File: src/rtl/pong_game_ctrl_pkg.sv
// Shared pong constants: screen, ball and paddle geometry plus game state encodings,
// imported by the game controller and the pixel generator so both agree on every value.
package pong_game_ctrl_pkg;

  localparam int H_ACTIVE     = 640;
  localparam int V_ACTIVE     = 480;
  localparam int BALL_SZ      = 8;
  localparam int PAD_W        = 4;
  localparam int PAD_H        = 64;
  localparam int PAD_L_X      = 32;
  localparam int PAD_R_X      = 604;
  localparam int PAD_SPEED    = 4;
  localparam int CPU_SPEED    = 3;
  localparam int BALL_SPEED   = 2;
  localparam int SERVE_FRAMES = 60;
  localparam int POINT_FRAMES = 90;
  localparam int WIN_SCORE    = 7;

  localparam logic [9:0] BALL_X0   = 10'((H_ACTIVE - BALL_SZ) / 2);
  localparam logic [9:0] BALL_Y0   = 10'((V_ACTIVE - BALL_SZ) / 2);
  localparam logic [9:0] PAD_Y0    = 10'((V_ACTIVE - PAD_H) / 2);
  localparam logic [9:0] PAD_Y_MAX = 10'(V_ACTIVE - PAD_H);

  // Signed 11-bit geometry so the next ball position may go negative before clamping.
  localparam logic signed [10:0] L_FACE = 11'(PAD_L_X + PAD_W);
  localparam logic signed [10:0] R_FACE = 11'(PAD_R_X - BALL_SZ);
  localparam logic signed [10:0] X_MAX  = 11'(H_ACTIVE - BALL_SZ);
  localparam logic signed [10:0] Y_MAX  = 11'(V_ACTIVE - BALL_SZ);
  localparam logic signed [10:0] BALL_S = 11'(BALL_SZ);
  localparam logic signed [10:0] PAD_HS = 11'(PAD_H);
  localparam logic signed [10:0] BALL_V = 11'(BALL_SPEED);

  typedef enum logic [2:0] {
    ST_IDLE  = 3'd0,
    ST_SERVE = 3'd1,
    ST_PLAY  = 3'd2,
    ST_POINT = 3'd3,
    ST_OVER  = 3'd4
  } game_state_t;

  function automatic logic [3:0] sat_inc(input logic [3:0] s);
    return (s == 4'hF) ? s : s + 4'd1;
  endfunction

endpackage

File: src/rtl/pong_paddle.sv
// One paddle: a top-edge register stepping up or down by `step` per enabled frame,
// clamped to the visible area; `clear` recentres it.
module pong_paddle
  import pong_game_ctrl_pkg::*;
(
  input  logic       clk,
  input  logic       rst,
  input  logic       enable,
  input  logic       clear,
  input  logic       up,
  input  logic       down,
  input  logic [3:0] step,
  output logic [9:0] y
);

  logic [10:0] y_dn;

  assign y_dn = {1'b0, y} + {7'd0, step};

  always_ff @(posedge clk or negedge rst) begin
    if (!rst) begin
      y <= PAD_Y0;
    end else if (clear) begin
      y <= PAD_Y0;
    end else if (enable && (up != down)) begin
      if (up) y <= (y < {6'd0, step}) ? 10'd0 : y - {6'd0, step};
      else    y <= (y_dn > {1'b0, PAD_Y_MAX}) ? PAD_Y_MAX : y_dn[9:0];
    end
  end

endmodule

File: src/rtl/pong_game_ctrl.sv
// Frame-rate pong sequencer: game FSM, ball motion and collisions, scores and paddles.
// Every register advances only on ref_tick so the renderer sees one stable frame.
module pong_game_ctrl
  import pong_game_ctrl_pkg::*;
(
  input  logic       clk,
  input  logic       rst,
  input  logic       ref_tick,
  input  logic       up,
  input  logic       down,
  input  logic       mode,
  output logic [9:0] ball_x,
  output logic [9:0] ball_y,
  output logic [9:0] pad_l_y,
  output logic [9:0] pad_r_y,
  output logic [3:0] score_l,
  output logic [3:0] score_r,
  output logic [2:0] game_state
);

  game_state_t state, state_nx;
  logic [6:0]  frame_cnt, frame_cnt_nx;
  logic [9:0]  ball_x_nx, ball_y_nx;
  logic [3:0]  score_l_nx, score_r_nx;
  logic        vx_neg, vx_neg_nx, vy_neg, vy_neg_nx;
  logic        serve_right, serve_right_nx, mode_q, mode_q_nx;
  logic        pad_move, pad_clear, cpu_up, cpu_down, hit;
  logic signed [10:0] bx, by, nx, ny, pl, pr;
  logic [10:0] pad_c, ball_c;

  assign game_state = state;
  assign pad_move   = ref_tick && (state == ST_SERVE || state == ST_PLAY);
  assign pad_clear  = ref_tick && (state == ST_OVER) && up && down;

  // CPU steers its paddle centre toward the ball centre with a +/-2 px dead band.
  assign pad_c    = {1'b0, pad_r_y} + 11'(PAD_H / 2);
  assign ball_c   = {1'b0, ball_y} + 11'(BALL_SZ / 2);
  assign cpu_down = (pad_c + 11'd2) < ball_c;
  assign cpu_up   = pad_c > (ball_c + 11'd2);

  pong_paddle u_pad_l (
    .clk(clk), .rst(rst), .enable(pad_move), .clear(pad_clear),
    .up(up), .down(down), .step(4'(PAD_SPEED)), .y(pad_l_y)
  );

  pong_paddle u_pad_r (
    .clk(clk), .rst(rst), .enable(pad_move && mode_q), .clear(pad_clear),
    .up(cpu_up), .down(cpu_down), .step(4'(CPU_SPEED)), .y(pad_r_y)
  );

  always_comb begin
    // NOTE: every signal driven here gets a default first, so no branch can infer a latch.
    state_nx       = state;
    frame_cnt_nx   = frame_cnt + 7'd1;
    ball_x_nx      = ball_x;
    ball_y_nx      = ball_y;
    vx_neg_nx      = vx_neg;
    vy_neg_nx      = vy_neg;
    serve_right_nx = serve_right;
    mode_q_nx      = mode_q;
    score_l_nx     = score_l;
    score_r_nx     = score_r;
    hit            = 1'b0;
    bx = {1'b0, ball_x};
    by = {1'b0, ball_y};
    pl = {1'b0, pad_l_y};
    pr = {1'b0, pad_r_y};
    nx = vx_neg ? bx - BALL_V : bx + BALL_V;
    ny = vy_neg ? by - BALL_V : by + BALL_V;

    case (state)
      ST_IDLE: begin
        if (up || down) begin
          mode_q_nx = mode;
          state_nx  = ST_SERVE;
        end
      end
      ST_SERVE: begin
        if (frame_cnt == 7'(SERVE_FRAMES - 1)) begin
          state_nx  = ST_PLAY;
          vx_neg_nx = !serve_right;
          vy_neg_nx = 1'b0;
        end
      end
      ST_PLAY: begin
        if (ny <= 11'sd0) begin
          ny = '0;
          vy_neg_nx = 1'b0;
        end else if (ny >= Y_MAX) begin
          ny = Y_MAX;
          vy_neg_nx = 1'b1;
        end
        if (vx_neg && bx >= L_FACE && nx < L_FACE && ny + BALL_S > pl && ny < pl + PAD_HS) begin
          nx = L_FACE;
          vx_neg_nx = 1'b0;
          hit = 1'b1;
        end
        if (mode_q && !vx_neg && bx <= R_FACE && nx > R_FACE && ny + BALL_S > pr && ny < pr + PAD_HS) begin
          nx = R_FACE;
          vx_neg_nx = 1'b1;
          hit = 1'b1;
        end
        if (!mode_q && nx >= X_MAX) begin
          nx = X_MAX;
          vx_neg_nx = 1'b1;
        end
        // A paddle hit in this frame overrides any miss test.
        if (!hit && nx <= 11'sd0) begin
          nx = '0;
          score_r_nx     = sat_inc(score_r);
          serve_right_nx = 1'b1;
          state_nx       = ST_POINT;
        end else if (!hit && mode_q && nx >= X_MAX) begin
          nx = X_MAX;
          score_l_nx     = sat_inc(score_l);
          serve_right_nx = 1'b0;
          state_nx       = ST_POINT;
        end
        ball_x_nx = nx[9:0];
        ball_y_nx = ny[9:0];
      end
      ST_POINT: begin
        if (frame_cnt == 7'(POINT_FRAMES - 1)) begin
          if (score_l == 4'(WIN_SCORE) || score_r == 4'(WIN_SCORE)) begin
            state_nx = ST_OVER;
          end else begin
            state_nx  = ST_SERVE;
            ball_x_nx = BALL_X0;
            ball_y_nx = BALL_Y0;
          end
        end
      end
      ST_OVER: begin
        if (up && down) begin
          state_nx   = ST_IDLE;
          score_l_nx = '0;
          score_r_nx = '0;
          ball_x_nx  = BALL_X0;
          ball_y_nx  = BALL_Y0;
        end
      end
      default: state_nx = ST_IDLE;
    endcase

    if (state_nx != state) frame_cnt_nx = '0;
  end

  always_ff @(posedge clk or negedge rst) begin
    if (!rst) begin
      state       <= ST_IDLE;
      frame_cnt   <= '0;
      ball_x      <= BALL_X0;
      ball_y      <= BALL_Y0;
      vx_neg      <= 1'b1;
      vy_neg      <= 1'b0;
      serve_right <= 1'b0;
      mode_q      <= 1'b0;
      score_l     <= '0;
      score_r     <= '0;
    end else if (ref_tick) begin
      state       <= state_nx;
      frame_cnt   <= frame_cnt_nx;
      ball_x      <= ball_x_nx;
      ball_y      <= ball_y_nx;
      vx_neg      <= vx_neg_nx;
      vy_neg      <= vy_neg_nx;
      serve_right <= serve_right_nx;
      mode_q      <= mode_q_nx;
      score_l     <= score_l_nx;
      score_r     <= score_r_nx;
    end
  end

endmodule

File: config.mk
export PLATFORM = sky130hd
export DESIGN_NAME = pong_game_ctrl
export DESIGN_NICKNAME = d
export VERILOG_FILES = /design/src/rtl/pong_game_ctrl_pkg.sv /design/src/rtl/pong_paddle.sv /design/src/rtl/pong_game_ctrl.sv
export SDC_FILE = /design/constraint.sdc
export NUM_CORES = 1
export LEC_CHECK = 0
export ABC_AREA = 1
export CORE_ASPECT_RATIO = 0.8
export CORE_MARGIN = 2
export CORE_UTILIZATION = 45
export DETAILED_ROUTE_END_ITERATION = 8
export PLACE_DENSITY = 0.75
export SLEW_MARGIN = 20
export SYNTH_ARGS = -nofsm -noshare
export SYNTH_HDL_FRONTEND = slang
export SYNTH_SLANG_ARGS = --single-unit
File: constraint.sdc
create_clock -name clk -period 5.5 [get_ports clk]
set_clock_uncertainty 0.05 [all_clocks]
set_input_delay 1.1 -clock clk [delete_from_list [all_inputs] [get_ports clk]]
set_output_delay 1.1 -clock clk [all_outputs]
set_load 0.01 [all_outputs]
==> metrics, run 1 <==
status=finished with violations; failing checks=negative setup slack; post-route antenna net violation count=0; worst-path fanout max=7; grt ovf=0; vias per inst=5.45; gr usage total=23.5%; Top FF cell, synth=dfrtp_1; Least-Margin Pin Slew=0.798 ns; Die Footprint=16700 um2; cts hold-fix bufs=0; Initial Util=46.5%; crit path capture=frame_cnt[5]$_DFFE_PN0P_; TritonCTS Buffers=9; Placer Congestion=0.975; Detailed Route WL=20100 um; io pins=57; Layout area overhead=26.0%; Area contributors post-synth=ha_1, dfrtp_1, nand2_1; Slew Viols, Final=0; share of synthesized flip-flops with an asynchronous set or reset=100%; Max Root-Sink Buffers=2; cell count after synthesis=1018; RSZ-0062 raised after global routing=yes; Crit. Startpoint=vy_neg$_DFFE_PN0P_; core area=15200 um2; Port Buffers=54; R2R setup slack=-0.04 ns; min-delay worst type=flop to flop; Clock Pin Slew Worst Setup and Hold Paths=0.06 ns; clk sinks=60; DRC=0; Max Cap Violations=0; Min Hold Slack=0.440 ns; critical path launch point type=flop; Synth top area share=17.0%; upper clock frequency limit=180 MHz; cell mode on critical path=nand2_2; worst r2r path cells=39; warnings from Yosys=0; Yosys reg bits=60; first-pass GRT wire length=31700 um; die height=116 um; largest net degree at the start of global routing=61; Tcrit/Tclk final=101%; synthesized area=7070 um2; minimum clock period=5.54 ns; initial antenna violation count=0; initial drt markers=685; number of synthesized flops with an enable pin=0; post-synth cell types=51; diodes inserted=0; die extent in x=144 um; Cell Rows=40; CTS tree=yes; syn avg cell area=6.95 um2; critical path class=flop to flop; Final setup violation count=11; number of global-route vias before repair=6522; post-synthesis sequential area ratio=21.5%; share of layout cells above drive strength 1=18.3%; Worst EP required=5.72 ns; Routed WL per cell=15.1 um; Max transition margin=46.8%; delay-heaviest family, CP=simple AND/OR/NAND/NOR gates; via count=7287; Worst R2R Start=vy_neg$_DFFE_PN0P_; NumNets Final=1225; CTS Root Cell=clkbuf_16; Setup WS post-layout=-0.0440 ns; CP arrival=5.76 ns; Filler Cell Count=1383; cell taking the most area after synthesis=ha_1; FF-to-FF End=frame_cnt[5]$_DFFE_PN0P_; Worst Setup End Kind=flop; CP bufs+invs=6; H-tree levels=3; DRT Pass-1 Iters=7; slowest cell delay on critical path=0.51 ns; post-DP HPWL=14900 um; clk_lat worst skew=0.34 ns; Worst path slowest cell=dfrtp_2; final hold violation count=0; Worst path depth=39
## metrics by stage
step           util (%)  TNS (ns)  cells  worst slack [ns]  cell area, um2
2_1_floorplan         -         0   1025             0.445            7100
3_3_place_gp       52.5         0   1295            0.0716            8000
3_5_place_dp       52.5    -0.481   1295           -0.0535            8000
4_1_cts            54.5  -0.00769   1311          -0.00360            8290
5_1_grt            58.6     -8.27   1336            -0.414            8910
6_report           58.6    -0.295   1336           -0.0440            8910
## how the worst min path moves through the flow
stage                            startpoint                 endpoint  cells after the start
finish              serve_right$_DFFE_PN0P_  serve_right$_DFFE_PN0P_                      2
global route        serve_right$_DFFE_PN0P_  serve_right$_DFFE_PN0P_                      2
CTS                 serve_right$_DFFE_PN0P_  serve_right$_DFFE_PN0P_                      2
global placement    serve_right$_DFFE_PN0P_  serve_right$_DFFE_PN0P_                      2
floorplan           serve_right$_DFFE_PN0P_  serve_right$_DFFE_PN0P_                      2
detailed placement  serve_right$_DFFE_PN0P_  serve_right$_DFFE_PN0P_                      2
## cells by family after synthesis
kind of cell	Yosys count	share of synthesized area [%]
compound gates	189	16.7
mux	1	0.159
xor+xnor	54	6.69
flops	60	21.5
simple gates	420	26.8
other cells	1	0.0530
buf+inv	195	10.5
fa+ha+maj	98	17.6
## timing repair
item / CTS / global route
resized for setup: 3 / 113
buffers inserted: 0 / 25
setup endpoints to repair: 15 / 28
pin swaps: 0 / 62
## worst reg2reg max path, delay by kind of cell, from the launching register on
family	cells	cell delay [ns]
AND/OR/NAND/NOR	24	2.42
AO/OA/AOI/OAI	5	0.86
adder cells (fa/ha/maj)	3	0.79
buffers and inverters	6	0.75
flip-flops	1	0.51
XOR/XNOR	1	0.13
## cells in the final DEF, fill, tap and decap left out, types with 40 or more instances in the layout
cell type,n
o21ai_0,40
buf_4,42
clkdlybuf4s50_1,53
inv_1,159
nor2_1,77
dfrtp_1,42
a21oi_1,48
nand2_1,153
nand3_1,64
xor2_1,45
ha_1,84
## routing by layer
| layer | vias up | global-route usage [%] | routed length [um] |
|---|---|---|---|
| met5 | - | 0 | 0 |
| met4 | 0 | 3.82 | 233 |
| met3 | 36 | 4.14 | 1360 |
| met2 | 266 | 38.2 | 9170 |
| met1 | 3382 | 33.5 | 9380 |
| li1 | 3603 | - | - |
## registers in the layout, indices dropped and copies added, names as in the netlist
| name | count |
|---|---|
| ball_x | 10 |
| ball_y | 10 |
| frame_cnt | 7 |
| game_state | 3 |
| mode_q | 1 |
| score_l | 4 |
| score_r | 4 |
| serve_right | 1 |
| u_pad_l.y | 8 |
| u_pad_r.y | 10 |
| vx_neg | 1 |
| vy_neg | 1 |
## cells in the mapped netlist, types with 6 or more instances
library cell	instances
o22ai_1	13
nor2_1	89
ha_1	96
nand2_1	177
o21ai_1	6
a21oi_1	54
nand4_1	18
nor3_1	25
o21a_1	6
nand3_1	69
dfrtp_1	43
xor2_1	46
o31ai_1	7
inv_1	168
a21oi_2	6
xnor2_1	8
clkbuf_1	14
a22oi_1	7
dfstp_2	17
nand2_2	14
inv_2	6
o21ai_0	45
## cell type report
class                      count  area [um2]  area share, %
multi-input combinational    770        5250           58.9
sequential                    60        1520           17.1
timing repair buffer         102         918           10.3
inverter                     178         678           7.61
tap                          210         263           2.95
clock buffer                  12         256           2.88
clock inverter                 4        25.0          0.281
Power of run 1 is not shown: default switching activity piles up to over one toggle a cycle in this logic, so the estimate is an artifact.
==> inputs of run 2 (changes only) <==
--- a/config.mk
+++ b/config.mk
@@ -9,6 +9,7 @@
 export CORE_ASPECT_RATIO = 0.8
 export CORE_MARGIN = 2
 export CORE_UTILIZATION = 45
+export CTS_BUF_LIST = sky130_fd_sc_hd__clkbuf_8
 export DETAILED_ROUTE_END_ITERATION = 8
 export PLACE_DENSITY = 0.75
 export SLEW_MARGIN = 20
==> metrics, run 2 (synthesized netlist as in run 1, its figures left out) <==
status=finished with violations; Final setup violation count=10; die extent in x=144 um; Port Buffers=54; worst-path fanout max=7; core area=15200 um2; critical path launch point type=flop; Setup WS post-layout=-0.0278 ns; post-placement cell count=1295; min-delay worst type=flop to flop; largest net degree at the start of global routing=61; cts hold-fix bufs=0; Filler Cell Count=1348; Routed WL per cell=15.3 um; via count=7370; initial drt markers=665; most frequent cells in the layout=inv_1, nand2_1, ha_1; Worst R2R Start=vy_neg$_DFFE_PN0P_; RSZ-0062 raised after global routing=yes; Max transition margin=45.8%; CP bufs+invs=8; Tcrit/Tclk final=101%; Worst EP required=5.74 ns; minimum clock period=5.53 ns; DRC=0; share of layout cells above drive strength 1=21.0%; upper clock frequency limit=181 MHz; CTS tree=yes; Die Footprint=16700 um2; critical path class=flop to flop; Worst path slowest cell=dfrtp_2; die height=116 um; final hold violation count=0; post-DP HPWL=14900 um; R2R setup slack=-0.03 ns; Initial Util=46.5%; crit path capture=frame_cnt[5]$_DFFE_PN0P_; most common cell after layout, fill and taps aside=inv_1; io pins=57; Least-Margin Pin Slew=0.813 ns; final non-filler cell total=1341; NumNets Final=1230; Max Root-Sink Buffers=2; Clock Pin Slew Worst Setup and Hold Paths=0.08 ns; CTS Root Cell=clkbuf_8; slowest cell delay on critical path=0.43 ns; vias per inst=5.50; first-pass GRT wire length=31600 um; H-tree levels=3; initial antenna violation count=0; Worst path depth=41; worst r2r path cells=41; gr usage total=23.5%; Worst Setup End Kind=flop; Slew Viols, Final=0; failing checks=negative setup slack; clk sinks=60; cell mode on critical path=nand2_2; Detailed Route WL=20500 um; TritonCTS Buffers=9; diodes inserted=0; Layout area overhead=27.1%; DRT Pass-1 Iters=7; grt ovf=0; FF-to-FF End=frame_cnt[5]$_DFFE_PN0P_; largest registers=ball_x: 10 flops, ball_y: 10 flops, u_pad_r.y: 10 flops; Max Cap Violations=0; number of global-route vias before repair=6488; Cell Rows=40; post-route antenna net violation count=0; Placer Congestion=0.975; clk_lat worst skew=0.36 ns; Crit. Startpoint=vy_neg$_DFFE_PN0P_; delay-heaviest family, CP=simple AND/OR/NAND/NOR gates; CP arrival=5.77 ns
-- run 2: how the worst min path moves through the flow --
stage                            start  slack [ns]  cells after the start                      end
5_1_grt        serve_right$_DFFE_PN0P_        0.47                      2  serve_right$_DFFE_PN0P_
3_3_place_gp   serve_right$_DFFE_PN0P_        0.42                      2  serve_right$_DFFE_PN0P_
6_report       serve_right$_DFFE_PN0P_        0.44                      2  serve_right$_DFFE_PN0P_
4_1_cts        serve_right$_DFFE_PN0P_        0.45                      2  serve_right$_DFFE_PN0P_
2_1_floorplan  serve_right$_DFFE_PN0P_        0.40                      2  serve_right$_DFFE_PN0P_
3_5_place_dp   serve_right$_DFFE_PN0P_        0.43                      2  serve_right$_DFFE_PN0P_
-- run 2: area by class of cell --
cell class	count	area, um2	area share [%]
clock inverter	5	28.8	0.320
inverter	178	676	7.52
clock buffer	11	151	1.68
tap	210	263	2.92
sequential	60	1520	17.0
multi-input combinational	770	5370	59.8
timing repair buffer	107	972	10.8
-- run 2: repair_timing --
item	CTS	global route
gates resized for setup	2	149
pin swaps	0	64
setup endpoints to repair	18	28
buffers inserted	0	31
-- run 2: metrics by stage --
| step | utilization (%) | setup WS, ns | hold slack [ns] | TNS (ns) | cell area (um2) |
|---|---|---|---|---|---|
| final | 59.1 | -0.0278 | 0.441 | -0.118 | 8990 |
| after global routing | 59.1 | -0.310 | 0.470 | -5.67 | 8990 |
| after CTS | 53.8 | 0.0186 | 0.447 | 0 | 8180 |
| after detailed placement | 52.5 | -0.0535 | 0.427 | -0.481 | 8000 |
| after global placement | 52.5 | 0.0716 | 0.422 | 0 | 8000 |
| after floorplan | - | 0.445 | 0.403 | 0 | 7100 |
-- run 2: routing by layer --
metal	wire, um	share of wire (%)	vias up	track usage, %
met2	9220	45	295	37.9
met3	1420	6.9	45	4.10
li1	-	-	3616	-
met1	9460	46	3414	33.5
met4	440	2.1	0	4.40
met5	0	0	-	0
-- run 2: tightest hold or removal path, stage by stage (launching register included) --
cell	delay [ns]
dfrtp_1	0.35
nand2_1	0.05
o21ai_0	0.06
Power of run 2 is left out for the same reason.
